`src/rtl/tetris_pkg.sv`:
```
// Shared encodings for the piece movement controller: game modes, move sources, controller states.
package tetris_pkg;

  localparam logic [2:0] MODE_PLAY = 3'd1;
  localparam int NUM_SRC = 5;

  // Enum value doubles as the pending-bit index; lower index = higher priority.
  typedef enum logic [2:0] {
    SRC_GRAVITY = 3'd0,
    SRC_LEFT    = 3'd1,
    SRC_RIGHT   = 3'd2,
    SRC_ROTATE  = 3'd3,
    SRC_DOWN    = 3'd4,
    SRC_NONE    = 3'd7
  } move_src_t;

  typedef enum logic [1:0] {
    ST_LOCKED = 2'd0,
    ST_IDLE   = 2'd1,
    ST_TEST   = 2'd2
  } ctrl_state_t;

endpackage

```
`src/rtl/move_req_latch.sv`:
```
// Captures single-cycle move events as pending bits and presents the highest-priority one.
module move_req_latch
  import tetris_pkg::*;
(
  input  logic               clk,
  input  logic               rst_n,
  input  logic               clr,
  input  logic [NUM_SRC-1:0] ev,
  input  logic               issue,
  output logic               req_vld,
  output move_src_t          req_src
);

  logic [NUM_SRC-1:0] pend;
  logic [NUM_SRC-1:0] grant;

  // Lowest set bit wins: gravity > left > right > rotate > down.
  assign grant   = pend & (~pend + NUM_SRC'(1));
  assign req_vld = |pend;

  always_comb begin
    req_src = SRC_NONE;
    for (int i = 0; i < NUM_SRC; i++) begin
      if (grant[i]) req_src = move_src_t'(3'(i));
    end
  end

  always_ff @(posedge clk) begin
    if (!rst_n) begin
      pend <= '0;
    end else if (clr) begin
      pend <= '0;
    end else begin
      // A repeat of a source that is still pending is dropped, even in its issue cycle.
      pend <= (pend & ~(issue ? grant : '0)) | (ev & ~pend);
    end
  end

endmodule

```
`src/rtl/piece_move_ctrl.sv`:
```
// Falling-piece move controller: queues move events, sends candidates to a collision checker, commits or locks.
// Optional wall kick on rejected rotation when PIECE_MOVE_WALL_KICK_EN is defined.
module piece_move_ctrl
  import tetris_pkg::*;
#(
  parameter int BOARD_W = 10,
  parameter int BOARD_H = 20,
  parameter int X_W     = 4,
  parameter int Y_W     = 5,
  parameter int ROT_W   = 2
) (
  input  logic             clk,
  input  logic             rst_n,
  input  logic [2:0]       mode,
  input  logic             spawn,
  input  logic [X_W-1:0]   spawn_x,
  input  logic [Y_W-1:0]   spawn_y,
  input  logic             gravity_tick,
  input  logic             btn_left_en,
  input  logic             btn_right_en,
  input  logic             btn_rotate_en,
  input  logic             btn_down_en,
  output logic             test_valid,
  output logic [X_W-1:0]   test_pos_x,
  output logic [Y_W-1:0]   test_pos_y,
  output logic [ROT_W-1:0] test_rot,
  input  logic             chk_done,
  input  logic             chk_ok,
  output logic [X_W-1:0]   cur_pos_x,
  output logic [Y_W-1:0]   cur_pos_y,
  output logic [ROT_W-1:0] cur_rot,
  output logic             lock_pulse
);

  localparam logic [X_W-1:0] X_LAST = X_W'(BOARD_W - 1);
  localparam logic [Y_W-1:0] Y_LAST = Y_W'(BOARD_H - 1);

  ctrl_state_t      state, state_n;
  move_src_t        src_q, src_n, req_src;
  logic             req_vld, issue, play, lock_n;
  logic [X_W-1:0]   cur_x_n, test_x_n, cand_x;
  logic [Y_W-1:0]   cur_y_n, test_y_n, cand_y;
  logic [ROT_W-1:0] cur_rot_n, test_rot_n, cand_rot;
  logic             cand_ok, cand_land;
`ifdef PIECE_MOVE_WALL_KICK_EN
  logic [1:0]       kick_q, kick_n;
`endif

  assign play       = (mode == MODE_PLAY);
  assign test_valid = (state == ST_TEST);

  move_req_latch u_req (
    .clk     (clk),
    .rst_n   (rst_n),
    .clr     (spawn | ~play),
    .ev      ((state == ST_LOCKED) ? '0 :
              {btn_down_en, btn_rotate_en, btn_right_en, btn_left_en, gravity_tick}),
    .issue   (issue),
    .req_vld (req_vld),
    .req_src (req_src)
  );

  always_comb begin
    cand_x    = cur_pos_x;
    cand_y    = cur_pos_y;
    cand_rot  = cur_rot;
    cand_ok   = 1'b1;
    cand_land = 1'b0;
    case (req_src)
      SRC_GRAVITY, SRC_DOWN: begin
        if (cur_pos_y == Y_LAST) begin
          cand_ok   = 1'b0;
          cand_land = 1'b1;
        end else begin
          cand_y = cur_pos_y + Y_W'(1);
        end
      end
      SRC_LEFT:   if (cur_pos_x == '0) cand_ok = 1'b0; else cand_x = cur_pos_x - X_W'(1);
      SRC_RIGHT:  if (cur_pos_x == X_LAST) cand_ok = 1'b0; else cand_x = cur_pos_x + X_W'(1);
      SRC_ROTATE: cand_rot = cur_rot + ROT_W'(1);
      default:    cand_ok = 1'b0;
    endcase
  end

  always_comb begin
    state_n    = state;
    src_n      = src_q;
    cur_x_n    = cur_pos_x;
    cur_y_n    = cur_pos_y;
    cur_rot_n  = cur_rot;
    test_x_n   = test_pos_x;
    test_y_n   = test_pos_y;
    test_rot_n = test_rot;
    lock_n     = 1'b0;
    issue      = 1'b0;
`ifdef PIECE_MOVE_WALL_KICK_EN
    kick_n     = kick_q;
`endif
    if (spawn) begin
      state_n   = ST_IDLE;
      cur_x_n   = spawn_x;
      cur_y_n   = spawn_y;
      cur_rot_n = '0;
    end else begin
      case (state)
        ST_IDLE: begin
          if (play && req_vld) begin
            issue = 1'b1;
            src_n = req_src;
            if (cand_ok) begin
              state_n    = ST_TEST;
              test_x_n   = cand_x;
              test_y_n   = cand_y;
              test_rot_n = cand_rot;
`ifdef PIECE_MOVE_WALL_KICK_EN
              kick_n     = 2'd0;
`endif
            end else if (cand_land) begin
              lock_n  = 1'b1;
              state_n = ST_LOCKED;
            end
          end
        end
        ST_TEST: begin
          if (!play) begin
            state_n = ST_IDLE;
          end else if (chk_done) begin
            if (chk_ok) begin
              state_n   = ST_IDLE;
              cur_x_n   = test_pos_x;
              cur_y_n   = test_pos_y;
              cur_rot_n = test_rot;
            end else if (src_q == SRC_GRAVITY || src_q == SRC_DOWN) begin
              lock_n  = 1'b1;
              state_n = ST_LOCKED;
            end else begin
              state_n = ST_IDLE;
`ifdef PIECE_MOVE_WALL_KICK_EN
              // Retry the same rotation one column left, then one column right.
              if (src_q == SRC_ROTATE) begin
                if (kick_q == 2'd0 && cur_pos_x != '0) begin
                  state_n  = ST_TEST;
                  test_x_n = cur_pos_x - X_W'(1);
                  kick_n   = 2'd1;
                end else if (kick_q != 2'd2 && cur_pos_x != X_LAST) begin
                  state_n  = ST_TEST;
                  test_x_n = cur_pos_x + X_W'(1);
                  kick_n   = 2'd2;
                end
              end
`endif
            end
          end
        end
        default: ;
      endcase
    end
  end

  always_ff @(posedge clk) begin
    if (!rst_n) begin
      state      <= ST_LOCKED;
      src_q      <= SRC_NONE;
      cur_pos_x  <= '0;
      cur_pos_y  <= '0;
      cur_rot    <= '0;
      test_pos_x <= '0;
      test_pos_y <= '0;
      test_rot   <= '0;
      lock_pulse <= 1'b0;
`ifdef PIECE_MOVE_WALL_KICK_EN
      kick_q     <= 2'd0;
`endif
    end else begin
      state      <= state_n;
      src_q      <= src_n;
      cur_pos_x  <= cur_x_n;
      cur_pos_y  <= cur_y_n;
      cur_rot    <= cur_rot_n;
      test_pos_x <= test_x_n;
      test_pos_y <= test_y_n;
      test_rot   <= test_rot_n;
      lock_pulse <= lock_n;
`ifdef PIECE_MOVE_WALL_KICK_EN
      kick_q     <= kick_n;
`endif
    end
  end

endmodule
```
`config.mk`:
```
export PLATFORM = sky130hd
export DESIGN_NAME = piece_move_ctrl
export DESIGN_NICKNAME = d
export VERILOG_FILES = /design/src/rtl/tetris_pkg.sv /design/src/rtl/move_req_latch.sv /design/src/rtl/piece_move_ctrl.sv
export SDC_FILE = /design/constraint.sdc
export NUM_CORES = 1
export LEC_CHECK = 0
export CORE_UTILIZATION = 38
export DETAILED_ROUTE_END_ITERATION = 16
export MAX_ROUTING_LAYER = met4
export PLACE_DENSITY = 0.73
export SETUP_SLACK_MARGIN = 0.3
export SLEW_MARGIN = 20
export SYNTH_ARGS = -nofsm -noshare
export SYNTH_HDL_FRONTEND = slang
export SYNTH_HIERARCHICAL = 1
export SYNTH_SLANG_ARGS = --single-unit
```
`constraint.sdc`:
```
create_clock -name clk -period 3 [get_ports clk]
set_input_delay 0.3 -clock clk [delete_from_list [all_inputs] [get_ports clk]]
set_output_delay 0.3 -clock clk [all_outputs]
set_load 0.02 [all_outputs]
```
==> impl_summary.txt <==
----------------------------------------------------
[Cells and area]
  Register area ... between 600 and 700 sq um
  Utilization after layout ... 0.535
  Fillers ... ~440
  Most common library cell in the layout ignoring fill and taps ... clkdlybuf4s50_1
  Area used by multi-input combinational logic ... between 1000 and 1500 sq um
  Post-route cell area ... ~2500 sq um
  Share of layout cells above drive strength 1 ... 0.106
  Commonest cells after routing, fill and taps aside ... clkdlybuf4s50_1, dfxtp_1, nor2_1
  Antenna Cells ... 0
  Synth-to-layout area growth ... 34.5%
  Post-layout nets ... 293

[Route]
  Detailed-routing iteration count for the pre-antenna-repair pass ... 4
  Remaining routing DRC violations ... 0
  Number of DRC markers in iteration 0 ... 84
  Total number of vias ... 1712
  WL/cell ... roughly 13 um
  Wirelength, routed ... about 4.4 mm
  Detailed-route vias per instance ... approximately 5.2
  Post-DRT Antenna Nets ... 0

[Placement]
  Pre-CTS worst setup slack ... 0.253 ns
  GPL Wtd Cong ... approximately 0.86
  Post-DP Area ... ~2400 sq um
  Half-perimeter wire length after detailed placement ... about 3.1 mm
  Number of port buffers ... 45

[STA]
  Final sum of negative setup slack ... 0 ns
  Worst slew margin relative to its limit ... 0.625
  Worst path setup slack after routing ... between 0.6 and 0.7 ns
  Worst Clk Skew ... roughly 0.0073 ns
  Final hold violation count ... 0
  Final period util ... 0.799
  Measured slew at the worst slew-check pin ... 0.561 ns
  Fin. max-slew vios ... 0
  Maximum operating frequency ... around 420 MHz
  Final-report setup violation count ... 0
  Setup repair after global routing missed its margin ... no
  Clock period minus final worst setup slack ... ~2.4 ns

[Synthesis]
  Dominant register cell in the synthesized netlist ... dfxtp_1
  Complex-gate fraction of the synthesized area ... 0.190
  Biggest area contributors in the synthesized netlist ... dfxtp_1, mux2i_1, ha_1
  Dominant combinational cell family by area after synthesis ... simple AND/OR/NAND/NOR gates
  Synthesized-area fraction occupied by adder cells ... 0.0529
  Gate count after technology mapping ... 213
  Share of the synthesized area in the top cell type ... 0.339
  Number of enable flip-flop cells after synthesis ... 0
  Sequential cell area fraction in the yosys report ... 0.339
  Biggest area consumer among synthesized cells ... dfxtp_1
  Avg Cell Area, Syn ... 8.88 sq um
  Share of cell area taken by muxes after synthesis ... 0.0913
  Distinct cell type count after synthesis ... between 40 and 50
  Seq cells post-synth ... 32
  Post-synthesis xor/xnor area fraction ... 0.0324
  Number of warnings issued by yosys ... 6
  FFs w/ async S/R, synth ... 0
  Netlist area before placement ... between 1500 and 2000 sq um
  Simple logic cell fraction of the synthesized area ... 0.255
  Synth Net Count ... 243

[Job]
  Number of maximum-capacitance violations ... 0

[Power]
  Cell Pwr Density ... 387 nW/um^2
  Power Internal ... about 0.74 mW
  Switching power share of the total ... 0.244
  Part of the power in the clock network ... 0.424
  Sequential group share of total power ... 0.453
  Peak supply drop ... ~0.00022 V
  Leakage ... 0.859 nW
  Sw Pwr ... ~0.24 mW
  Comb pwr share ... 0.123

[Clocking]
  CTS Root Buffer Type ... clkbuf_8
  Post-CTS Hold Buffers ... 0
  Clk slew on worst S/H paths ... 0.07 ns
  Clock sink count ... 32
  Number of buffers on the longest clock path ... 2
  Clock latency of the later-clocked register in the worst-skew pair ... ~0.29 ns
  Number of buffers created by CTS ... 5
  TritonCTS clock tree ... done
  H-tree lvl count ... 2

[Status]
  Status ... finished, final reports clean

[Critical path]
  Data arrival, critical path ... ~2.6 ns
  Cell family contributing the most delay on the critical path ... simple AND/OR/NAND/NOR gates
  Worst-path cell with the longest stage delay ... nor4_4
  Data required time of the critical path ... around 3.2 ns
  Element type at the critical path end ... register
  Critical Path Fanout Max ... 9
  Kind of start point of the critical path ... register
  Delay of the slowest critical-path stage ... 0.54 ns
  Critical path, cell by cell ... nor4_4 > a21boi_2 > nor3b_2 > a221oi_4 > a31oi_2 > and3_1 > o31a_1
  Worst Path Class, Setup ... reg -> reg
  Buffers plus inverters on the worst setup path ... 0

[Die]
  Height of the chip ... roughly 73 um
  Number of rows created at floorplan ... 25
  Starting Density ... 0.398
  Core Box Area ... between 4000 and 5000 sq um
  Top Ports ... 46
  Area of the die ... 5260 sq um
  Die boundary width ... 72.6 um

[GRT]
  Wire length of the first global-routing pass ... around 7.5 mm
  Vias in the first global route ... about 1600
  Largest net degree at the start of global routing ... 22
  Antenna violations before repair ... 0
  Total congestion overflow after global routing ... 0
  GR Util All Layers ... 0.188

[Min path]
  Kind of path behind the tightest hold check ... reg -> reg

----------------------------------------------------
## cells by family (layout without fill, tap and decap cells)
| kind of cell | count (synthesis) | count (layout) |
|---|---|---|
| and+or+nand+nor | 84 | 84 |
| buffers and inverters | 17 | 68 |
| muxes | 17 | 17 |
| DFF | 32 | 32 |
| xor gates and xnor gates | 7 | 7 |
| AOI/OAI and AO/OA | 48 | 48 |
| adders and majority gates | 8 | 8 |
## final timing paths
path,from,end,cells after the start,slack [ns]
worst max-delay path,u_req/pend[3]$_SDFF_PP0_,state[0]$_SDFFE_PN0P_,7,0.60
worst min register to register,src_q[1]$_SDFFE_PN1P_,src_q[1]$_SDFFE_PN1P_,2,0.48
worst max register to register,u_req/pend[3]$_SDFF_PP0_,state[0]$_SDFFE_PN0P_,7,0.60
worst min-delay path,src_q[1]$_SDFFE_PN1P_,src_q[1]$_SDFFE_PN1P_,2,0.48
## sequential cells by signal (all words and copies together), names as in the netlist
register / count
cur_pos_y: 5
test_pos_y: 5
u_req/pend: 5
cur_pos_x: 4
test_pos_x: 4
cur_rot: 2
src_q: 2
state: 2
test_rot: 2
lock_pulse: 1
## metrics by stage
stage	cells	power (mW)	hold WS, ns
5_1_grt	331	1.02	0.498
4_1_cts	331	0.995	0.480
2_1_floorplan	213	0.523	0.434
3_5_place_dp	322	0.577	0.463
3_3_place_gp	322	0.576	0.458
6_report	331	0.985	0.477
## worst register-to-register path: stages (launching register included)
cell	delay, ns
dfxtp_1	0.35
nor4_4	0.54
a21boi_2	0.22
nor3b_2	0.25
a221oi_4	0.34
a31oi_2	0.16
and3_1	0.19
o31a_1	0.23
## per-layer routing
metal  track usage  vias up  wire (um)
met5             -        -          0
met4        0.0588        0         59
met3        0.0389        8        284
met2         0.295       60       1980
met1         0.242      774       2110
li1              -      870          -
## power groups by stage
| stage | Combinational [mW] | Clock (mW) | Sequential, mW |
|---|---|---|---|
| 3_5_place_dp | 0.121 | 0 | 0.456 |
| 4_1_cts | 0.122 | 0.427 | 0.446 |
| 5_1_grt | 0.135 | 0.441 | 0.448 |
| 6_report | 0.122 | 0.417 | 0.446 |
| 2_1_floorplan | 0.0619 | 0 | 0.461 |
| 3_3_place_gp | 0.120 | 0 | 0.456 |
## synth_stat cells (all sizes together), types with 2 or more instances
library cell / number
a211oi: 10
a21boi: 2
a21oi: 7
a311oi: 4
a31oi: 3
and2: 7
buf: 4
clkbuf: 4
dfxtp: 32
ha: 8
inv: 9
mux2: 2
mux2i: 15
nand2: 17
nand2b: 6
nand3: 4
nand4: 3
nor2: 21
nor2b: 7
nor3: 5
nor3b: 4
o211ai: 2
o21ai: 10
xnor2: 3
xor2: 4
## final cells by class
type / count / share of cell area
Clock buffer: 5 / 0.0270
Clock inverter: 3 / 0.0167
Inverter: 9 / 0.0133
Multi-Input combinational cell: 164 / 0.464
Sequential cell: 32 / 0.252
Tap cell: 67 / 0.0329
Timing Repair Buffer: 51 / 0.195
## timing repair
action	4_1_cts	5_1_grt
gates resized for setup	1	1
pin swaps	1	0
setup endpoints to repair	6	5
buffers inserted	1	0
No activity file was read; power rests on OpenSTA's default activity.
